===== src/rtl/fabric_arbiter_pkg.sv =====
// rtl/fabric_arbiter_pkg.sv - OCP codes, bus widths and arbiter FSM encodings shared by fabric_arbiter
`ifndef OCP_CONST_VH
`define OCP_CONST_VH
`define OCP_CMD_IDLE  3'b000
`define OCP_CMD_WR    3'b001
`define OCP_CMD_RD    3'b010
`define OCP_RESP_NULL 2'b00
`define OCP_RESP_DVA  2'b01
`define OCP_RESP_FAIL 2'b10
`define OCP_RESP_ERR  2'b11
`endif

`ifndef COMMON_VH
`define COMMON_VH
`define ADDR_WIDTH 32
`define DATA_WIDTH 32
`define BEN_WIDTH  4
`define FABRIC_ARB_IDLE 3'b001
`define FABRIC_ARB_CMD  3'b010
`define FABRIC_ARB_RESP 3'b100
`endif

package fabric_arbiter_pkg;
  localparam int ADDR_WIDTH = `ADDR_WIDTH;
  localparam int DATA_WIDTH = `DATA_WIDTH;
  localparam int BEN_WIDTH  = `BEN_WIDTH;

  localparam logic [2:0] OCP_CMD_IDLE  = `OCP_CMD_IDLE;
  localparam logic [1:0] OCP_RESP_NULL = `OCP_RESP_NULL;
  localparam logic [1:0] OCP_RESP_ERR  = `OCP_RESP_ERR;

  typedef enum logic [2:0] {
    ARB_IDLE = `FABRIC_ARB_IDLE,
    ARB_CMD  = `FABRIC_ARB_CMD,
    ARB_RESP = `FABRIC_ARB_RESP
  } arb_state_e;
endpackage


===== src/rtl/fabric_arbiter_if.sv =====
// rtl/fabric_arbiter_if.sv - OCP master-side and slave-side signal bundle around fabric_arbiter
interface fabric_arbiter_if
  import fabric_arbiter_pkg::*;
#(
  parameter int NMASTERS = 2
) ();
  logic [NMASTERS*ADDR_WIDTH-1:0] i_M_MAddr;
  logic [NMASTERS*3-1:0]          i_M_MCmd;
  logic [NMASTERS*DATA_WIDTH-1:0] i_M_MData;
  logic [NMASTERS*BEN_WIDTH-1:0]  i_M_MByteEn;
  logic [NMASTERS-1:0]            o_M_SCmdAccept;
  logic [NMASTERS*DATA_WIDTH-1:0] o_M_SData;
  logic [NMASTERS*2-1:0]          o_M_SResp;
  logic [ADDR_WIDTH-1:0]          o_S_MAddr;
  logic [2:0]                     o_S_MCmd;
  logic [DATA_WIDTH-1:0]          o_S_MData;
  logic [BEN_WIDTH-1:0]           o_S_MByteEn;
  logic                           i_S_SCmdAccept;
  logic [DATA_WIDTH-1:0]          i_S_SData;
  logic [1:0]                     i_S_SResp;

  // slave: the arbiter's view; master: the surrounding masters plus shared slave
  modport slave (
    input  i_M_MAddr, i_M_MCmd, i_M_MData, i_M_MByteEn, i_S_SCmdAccept, i_S_SData, i_S_SResp,
    output o_M_SCmdAccept, o_M_SData, o_M_SResp, o_S_MAddr, o_S_MCmd, o_S_MData, o_S_MByteEn
  );
  modport master (
    output i_M_MAddr, i_M_MCmd, i_M_MData, i_M_MByteEn, i_S_SCmdAccept, i_S_SData, i_S_SResp,
    input  o_M_SCmdAccept, o_M_SData, o_M_SResp, o_S_MAddr, o_S_MCmd, o_S_MData, o_S_MByteEn
  );
endinterface


===== src/rtl/fabric_arb_rrpick.sv =====
// rtl/fabric_arb_rrpick.sv - combinational round-robin picker, searching last+1 .. last modulo N
module fabric_arb_rrpick #(
  parameter int N = 2,
  parameter int W = 1
) (
  input  logic [N-1:0] req,
  input  logic [W-1:0] last,
  output logic         valid,
  output logic [W-1:0] idx
);
  // Walk from the farthest candidate inward so the nearest requester after last wins.
  always_comb begin
    valid = 1'b0;
    idx   = '0;
    for (int i = N; i >= 1; i--) begin
      if (req[(int'(last) + i) % N]) begin
        valid = 1'b1;
        idx   = W'((int'(last) + i) % N);
      end
    end
  end
endmodule


===== src/rtl/fabric_arbiter.sv =====
// rtl/fabric_arbiter.sv - round-robin OCP arbiter, one transaction outstanding; FABRIC_ARB_TIMEOUT_EN adds a response timeout
module fabric_arbiter
  import fabric_arbiter_pkg::*;
#(
  parameter int NMASTERS = 2,
  parameter int TIMEOUT  = 255
) (
  input logic              clk,
  input logic              nrst,
  fabric_arbiter_if.slave  bus
);
  localparam int W = (NMASTERS > 1) ? $clog2(NMASTERS) : 1;

  if (NMASTERS < 2 || NMASTERS > 8 || TIMEOUT < 1 || TIMEOUT > 255) begin : g_bad_param
    $error("fabric_arbiter: parameter out of range");
  end

  arb_state_e          state, next;
  logic [W-1:0]        last, gnt, pick_idx;
  logic                pick_valid;
  logic [NMASTERS-1:0] req;
  logic                timeout_hit;

  logic [NMASTERS-1:0]            m_acc;
  logic [NMASTERS*DATA_WIDTH-1:0] m_sdata;
  logic [NMASTERS*2-1:0]          m_sresp;
  logic [ADDR_WIDTH-1:0]          s_addr;
  logic [2:0]                     s_cmd;
  logic [DATA_WIDTH-1:0]          s_data;
  logic [BEN_WIDTH-1:0]           s_ben;

  always_comb begin
    req = '0;
    for (int k = 0; k < NMASTERS; k++)
      req[k] = (bus.i_M_MCmd[k*3 +: 3] != OCP_CMD_IDLE);
  end

  fabric_arb_rrpick #(.N(NMASTERS), .W(W)) u_pick (
    .req   (req),
    .last  (last),
    .valid (pick_valid),
    .idx   (pick_idx)
  );

  always_ff @(posedge clk or negedge nrst) begin
    if (!nrst) begin
      state <= ARB_IDLE;
      last  <= '0;
      gnt   <= '0;
    end else begin
      state <= next;
      if (state == ARB_IDLE && pick_valid) begin
        gnt  <= pick_idx;
        last <= pick_idx;
      end
    end
  end

`ifdef FABRIC_ARB_TIMEOUT_EN
  logic [7:0] to_cnt;

  // Held at zero outside RESP, so it reads 0 on the first RESP cycle.
  always_ff @(posedge clk or negedge nrst) begin
    if (!nrst)                 to_cnt <= '0;
    else if (state != ARB_RESP) to_cnt <= '0;
    else                       to_cnt <= to_cnt + 8'd1;
  end

  assign timeout_hit = (to_cnt == 8'(TIMEOUT));
`else
  assign timeout_hit = 1'b0;
`endif

  always_comb begin
    next    = state;
    m_acc   = '0;
    m_sdata = '0;
    m_sresp = '0;
    s_addr  = '0;
    s_cmd   = OCP_CMD_IDLE;
    s_data  = '0;
    s_ben   = '0;
    case (state)
      ARB_IDLE: begin
        if (pick_valid) next = ARB_CMD;
      end
      ARB_CMD: begin
        s_addr     = bus.i_M_MAddr[gnt*ADDR_WIDTH +: ADDR_WIDTH];
        s_cmd      = bus.i_M_MCmd[gnt*3 +: 3];
        s_data     = bus.i_M_MData[gnt*DATA_WIDTH +: DATA_WIDTH];
        s_ben      = bus.i_M_MByteEn[gnt*BEN_WIDTH +: BEN_WIDTH];
        m_acc[gnt] = bus.i_S_SCmdAccept;
        if (bus.i_S_SCmdAccept) next = ARB_RESP;
      end
      ARB_RESP: begin
        m_sdata[gnt*DATA_WIDTH +: DATA_WIDTH] = bus.i_S_SData;
        m_sresp[gnt*2 +: 2]                   = bus.i_S_SResp;
        // A real response on the timeout cycle takes precedence over the error.
        if (bus.i_S_SResp != OCP_RESP_NULL) begin
          next = ARB_IDLE;
        end else if (timeout_hit) begin
          m_sresp[gnt*2 +: 2] = OCP_RESP_ERR;
          next                = ARB_IDLE;
        end
      end
      default: next = ARB_IDLE;
    endcase
  end

  assign bus.o_M_SCmdAccept = m_acc;
  assign bus.o_M_SData      = m_sdata;
  assign bus.o_M_SResp      = m_sresp;
  assign bus.o_S_MAddr      = s_addr;
  assign bus.o_S_MCmd       = s_cmd;
  assign bus.o_S_MData      = s_data;
  assign bus.o_S_MByteEn    = s_ben;
endmodule

===== src/flat_wrapper.sv =====
// flat-port wrapper written by rule: the top's interface ports become plain ports
module fabric_arbiter_flat import fabric_arbiter_pkg::*;
#(
  parameter int NMASTERS = 2,
  parameter int TIMEOUT  = 255
)
  (clk, nrst, bus_i_M_MAddr, bus_i_M_MCmd, bus_i_M_MData, bus_i_M_MByteEn, bus_i_S_SCmdAccept, bus_i_S_SData, bus_i_S_SResp, bus_o_M_SCmdAccept, bus_o_M_SData, bus_o_M_SResp, bus_o_S_MAddr, bus_o_S_MCmd, bus_o_S_MData, bus_o_S_MByteEn);
  fabric_arbiter_if #(.NMASTERS(NMASTERS)) bus_i ();
  input logic clk;
  input logic nrst;
  input wire logic [$bits(bus_i.i_M_MAddr)-1:0] bus_i_M_MAddr;
  input wire logic [$bits(bus_i.i_M_MCmd)-1:0] bus_i_M_MCmd;
  input wire logic [$bits(bus_i.i_M_MData)-1:0] bus_i_M_MData;
  input wire logic [$bits(bus_i.i_M_MByteEn)-1:0] bus_i_M_MByteEn;
  input wire logic [$bits(bus_i.i_S_SCmdAccept)-1:0] bus_i_S_SCmdAccept;
  input wire logic [$bits(bus_i.i_S_SData)-1:0] bus_i_S_SData;
  input wire logic [$bits(bus_i.i_S_SResp)-1:0] bus_i_S_SResp;
  output wire logic [$bits(bus_i.o_M_SCmdAccept)-1:0] bus_o_M_SCmdAccept;
  output wire logic [$bits(bus_i.o_M_SData)-1:0] bus_o_M_SData;
  output wire logic [$bits(bus_i.o_M_SResp)-1:0] bus_o_M_SResp;
  output wire logic [$bits(bus_i.o_S_MAddr)-1:0] bus_o_S_MAddr;
  output wire logic [$bits(bus_i.o_S_MCmd)-1:0] bus_o_S_MCmd;
  output wire logic [$bits(bus_i.o_S_MData)-1:0] bus_o_S_MData;
  output wire logic [$bits(bus_i.o_S_MByteEn)-1:0] bus_o_S_MByteEn;
  assign bus_i.i_M_MAddr = bus_i_M_MAddr;
  assign bus_i.i_M_MCmd = bus_i_M_MCmd;
  assign bus_i.i_M_MData = bus_i_M_MData;
  assign bus_i.i_M_MByteEn = bus_i_M_MByteEn;
  assign bus_i.i_S_SCmdAccept = bus_i_S_SCmdAccept;
  assign bus_i.i_S_SData = bus_i_S_SData;
  assign bus_i.i_S_SResp = bus_i_S_SResp;
  assign bus_o_M_SCmdAccept = bus_i.o_M_SCmdAccept;
  assign bus_o_M_SData = bus_i.o_M_SData;
  assign bus_o_M_SResp = bus_i.o_M_SResp;
  assign bus_o_S_MAddr = bus_i.o_S_MAddr;
  assign bus_o_S_MCmd = bus_i.o_S_MCmd;
  assign bus_o_S_MData = bus_i.o_S_MData;
  assign bus_o_S_MByteEn = bus_i.o_S_MByteEn;
  fabric_arbiter #(.NMASTERS(NMASTERS), .TIMEOUT(TIMEOUT)) u_core (.clk(clk), .nrst(nrst), .bus(bus_i));
endmodule

===== config.mk =====
export PLATFORM = sky130hd
export DESIGN_NAME = fabric_arbiter_flat
export DESIGN_NICKNAME = d
export VERILOG_FILES = /design/src/rtl/fabric_arbiter_pkg.sv /design/src/rtl/fabric_arbiter_if.sv /design/src/rtl/fabric_arb_rrpick.sv /design/src/rtl/fabric_arbiter.sv /design/src/flat_wrapper.sv
export SDC_FILE = /design/constraint.sdc
export NUM_CORES = 1
export LEC_CHECK = 0
export ABC_AREA = 0
export ABC_CLOCK_PERIOD_IN_PS = 1400
export CAP_MARGIN = 25
export CORE_AREA = 3 3 125 127
export DETAILED_ROUTE_END_ITERATION = 16
export DIE_AREA = 0 0 128 130
export PLACE_DENSITY_LB_ADDON = 0.05
export SLEW_MARGIN = 10
export SYNTH_ARGS = -nofsm -noshare
export SYNTH_HDL_FRONTEND = slang
export SYNTH_SLANG_ARGS = --single-unit

===== constraint.sdc =====
create_clock -name clk -period 1.4 [get_ports clk]
set_clock_uncertainty 0.05 [all_clocks]
set_input_delay 0.28 -clock clk [delete_from_list [all_inputs] [get_ports clk]]
set_output_delay 0.28 -clock clk [all_outputs]
set_load 0.1 [all_outputs]

==> results.md, run 1 <==
- CTS Root Buffer Type: sky130_fd_sc_hd__clkbuf_16
- I/O pins: 320
- Proportion of netlist area held by the largest area contributor: 0.391
- Largest family of logic cells by synthesized area: simple AND/OR/NAND/NOR gates
- Slowest stage delay, CP: 420 ps
- TritonCTS Sinks: 4
- Vias in the first global route: between 3k and 4k
- Post-layout worst setup margin: -623 ps
- Measured slew at the worst slew-check pin: ~380 ps
- Net count of the finished layout: 770
- FF-to-FF setup slack: -40 ps
- Number of antenna violations at the first check in global routing: 2
- Post-Synth Simple-Gate Area: 0.445
- Vias after detailed routing: between 3k and 4k
- Critical path data arrival time: 1690 ps
- Cell Area, Synth: between 1500 and 2000 µm²
- Worst setup EP type: primary output
- Width of the chip: 128 µm
- Cell chain of the critical path: or3b_4, buf_12, nor3b_4, buf_12
- Placed wire-length estimate after detailed placement: roughly 11 mm
- Final critical-path share of the clock period: 1.45
- Violated checks: negative setup slack
- Drt wl/cell: 16.2 µm
- Part of the Yosys area used for sequential elements: 0.0557
- TritonCTS buffer count: 3
- Pwr Density: approximately 1600 nW/µm²
- Worst vdd ir: about 1200 µV
- Accumulated negative setup slack: -80,760 ps
- XOR/XNOR share of the synthesized area: 0
- Sum of overflow across all layers after global routing: 0
- Peak Freq: just under 500 MHz
- Global-route wire length before repair: roughly 18 mm
- Avg Vias per Cell: approximately 4
- Number of hold buffers added after CTS: 0
- Overall power: roughly 12 mW
- Pleak: 3.13 nW
- Avg Synthesized Cell Area: 7.08 µm²
- Buffers plus inverters on the worst setup path: 2
- Height of the die: roughly 130 µm
- DIE AREA: about 17,000 µm²
- Startpoint of the worst-slack reg-to-reg timing path: u_core.state[1]
- TritonCTS clock tree: yes
- Worst path most repeated cell: sky130_fd_sc_hd__buf_12
- Dominant register cell in the synthesized netlist: sky130_fd_sc_hd__dfrtp_1
- Placeable core area: about 15,000 µm²
- Outcome: finished, violations left
- Syn Inst Count: between 200 and 300
- RSZ-0062 raised after global routing: true
- Post-synthesis sequential element count: 4
- Number of design-rule violations left by the first detailed-router iteration: 35
- Min cycle time layout: between 2000 and 2500 ps
- Count of buffers from port buffering: 319
- Path class of the lowest-slack min-delay path: input port to async pin
- Residual antenna-violating net count after detailed routing: 0
- Leading cell types by total area after synthesis: sky130_fd_sc_hd__mux2i_1, sky130_fd_sc_hd__and2_1, sky130_fd_sc_hd__nor2_1, sky130_fd_sc_hd__buf_6, sky130_fd_sc_hd__dfrtp_1
- Weighted congestion at the end of routability-driven global placement: 0.759
- Number of design rule violations left after detail routing: 0
- Worst r2r path cells: 5
- Category of the most critical setup path: flip-flop to primary output
- CTS Buffer Depth: 2
- MaxCap Viol Count: 0
- Detailed Routing Iterations Pass 1: 4
- Final setup vio count: about 140
- Post-Synth Adder-Cell Area: 0
- Number of H-tree levels: 1
- Syn. warnings: 0
- Proportion of synthesized area in mux cells: 0.391
- Maximum net fanout on the critical path: 31
- Number of hold violations in the final report: 0
- Count of placed standard cells in the final layout, fillers left out: ~780
- Number of max-slew violations in the final report: 0
- Pin count of the biggest net entering global routing: 41
- Post-synth top cells: sky130_fd_sc_hd__mux2i_1, sky130_fd_sc_hd__nor2_1, sky130_fd_sc_hd__and2_1
- Register clock-pin slew on the reported worst setup and hold paths: around 30 ps
- Synth-to-layout area growth: 318%
- Overall track demand over capacity in global routing: 0.138
- Total routed wirelength: about 13 mm
- Cell variety after synth: 24
- Worst skew pair latency: 230 ps
- Slowest library cell on the worst path: sky130_fd_sc_hd__or3b_4
- Cell type with the highest aggregate area in the netlist: sky130_fd_sc_hd__mux2i_1
- Net Count, Synth: around 440
- Post-Route Hold Slack: 211 ps
- Layout cells sized above 1: 0.561
- Starting density of the core: 0.125
- # placed instances: 761
- Max transition margin: 0.744
- Family with the most delay on the worst path: simple AND/OR/NAND/NOR gates
- Endpoint of the worst-slack reg-to-reg timing path: u_core.state[0]
- Type of element launching the critical path: flip-flop
- Fraction of the mapped netlist area in compound gates: 0.0186
- Required time of the worst setup path: about 1100 ps
- Num rows: 44
- Async SR Flop Fraction: 1.00
- Number of enable flip-flop cells after synthesis: 0
-- worst register-to-register path: cells and delay by family, from the launching register on --
kind | cells | cell delay (ps)
simple gates | 1 | 500
flops | 1 | 390
buf+inv | 2 | 240
compound gates | 2 | 180
-- through the flow --
| step | setup WS, ps | utilization | cell area (µm²) |
|---|---|---|---|
| final | -623 | 0.523 | 7600 |
| after CTS | -633 | 0.508 | 7390 |
| after global routing | -680 | 0.523 | 7600 |
| after detailed placement | -416 | 0.486 | 7060 |
| after floorplan | -1250 | - | 2140 |
| after global placement | -409 | 0.486 | 7060 |
-- logic make-up (layout without fill, tap and decap cells) --
logic type / Yosys count / after routing
other cells: 0 / 2
compound gates: 6 / 6
buf+inv: 24 / 357
simple gates: 152 / 152
mux: 71 / 71
flops: 4 / 4
-- layer usage --
| layer | global-route usage | part of all wire | wire length, µm |
|---|---|---|---|
| met4 | 0.0356 | 0.017 | 208 |
| met5 | 0 | 0 | 0 |
| met2 | 0.275 | 0.55 | 6890 |
| met3 | 0.0536 | 0.12 | 1500 |
| met1 | 0.131 | 0.32 | 3960 |
-- cell type report --
cell class / instances / area, µm²
timing repair buffer: 352 / 5030
fill: 1297 / 6940
inverter: 1 / 3.75
antenna: 2 / 5.00
clock buffer: 4 / 78.8
multi-input combinational: 229 / 2140
sequential: 4 / 106
tap: 184 / 230
-- worst max-delay path by stage --
stage / from / endpoint / slack [ps] / cells past startpoint
floorplan: u_core.state[2] / bus_o_S_MAddr[10] / -1250 / 4
global placement: u_core.state[0] / bus_o_S_MData[19] / -410 / 4
detailed placement: u_core.state[2] / bus_o_S_MAddr[8] / -420 / 4
CTS: u_core.state[2] / bus_o_S_MData[13] / -630 / 4
global route: u_core.state[2] / bus_o_S_MData[4] / -680 / 4
finish: u_core.state[2] / bus_o_M_SCmdAccept[0] / -620 / 4
-- flip-flops by register name (all words and copies together) (netlist names) --
signal        count
u_core.state      3
u_core.last       1
-- repair_timing --
action | 4_1_cts | 5_1_grt
buffers inserted | 3 | 2
gates cloned | 0 | 4
endpoints found under the setup margin | 144 | 144
resized for setup | 70 | 33
pin swaps | 4 | 7
-- power by group --
| group | internal [mW] | switching, mW |
|---|---|---|
| clock network | 0.377 | 0.0918 |
| logic | 4.48 | 6.90 |
| registers | 0.192 | 0.0565 |
-- layout by cell type (no fill, tap or decap), types with 2 or more instances in the layout --
cell and n:
sky130_fd_sc_hd__a21oi_1 2, sky130_fd_sc_hd__and2_4 68, sky130_fd_sc_hd__buf_12 151, sky130_fd_sc_hd__buf_4 16
sky130_fd_sc_hd__buf_6 5, sky130_fd_sc_hd__clkbuf_16 5, sky130_fd_sc_hd__clkdlybuf4s50_1 173, sky130_fd_sc_hd__diode_2 2
sky130_fd_sc_hd__dlygate4sd2_1 3, sky130_fd_sc_hd__dlymetal6s2s_1 2, sky130_fd_sc_hd__mux2i_1 64, sky130_fd_sc_hd__mux2i_2 7
sky130_fd_sc_hd__nor2_1 7, sky130_fd_sc_hd__nor2_2 30, sky130_fd_sc_hd__nor2_4 34, sky130_fd_sc_hd__or3_4 2
(Power assumes the default switching activity.)
==> run 2: changes to the inputs <==
Settings changed: CTS_CLUSTER_SIZE from default to 40, SLEW_MARGIN 10 to 20.
==> results of run 2 <==
Same layout as run 1: the final DEF is identical, and so are final timing and power.
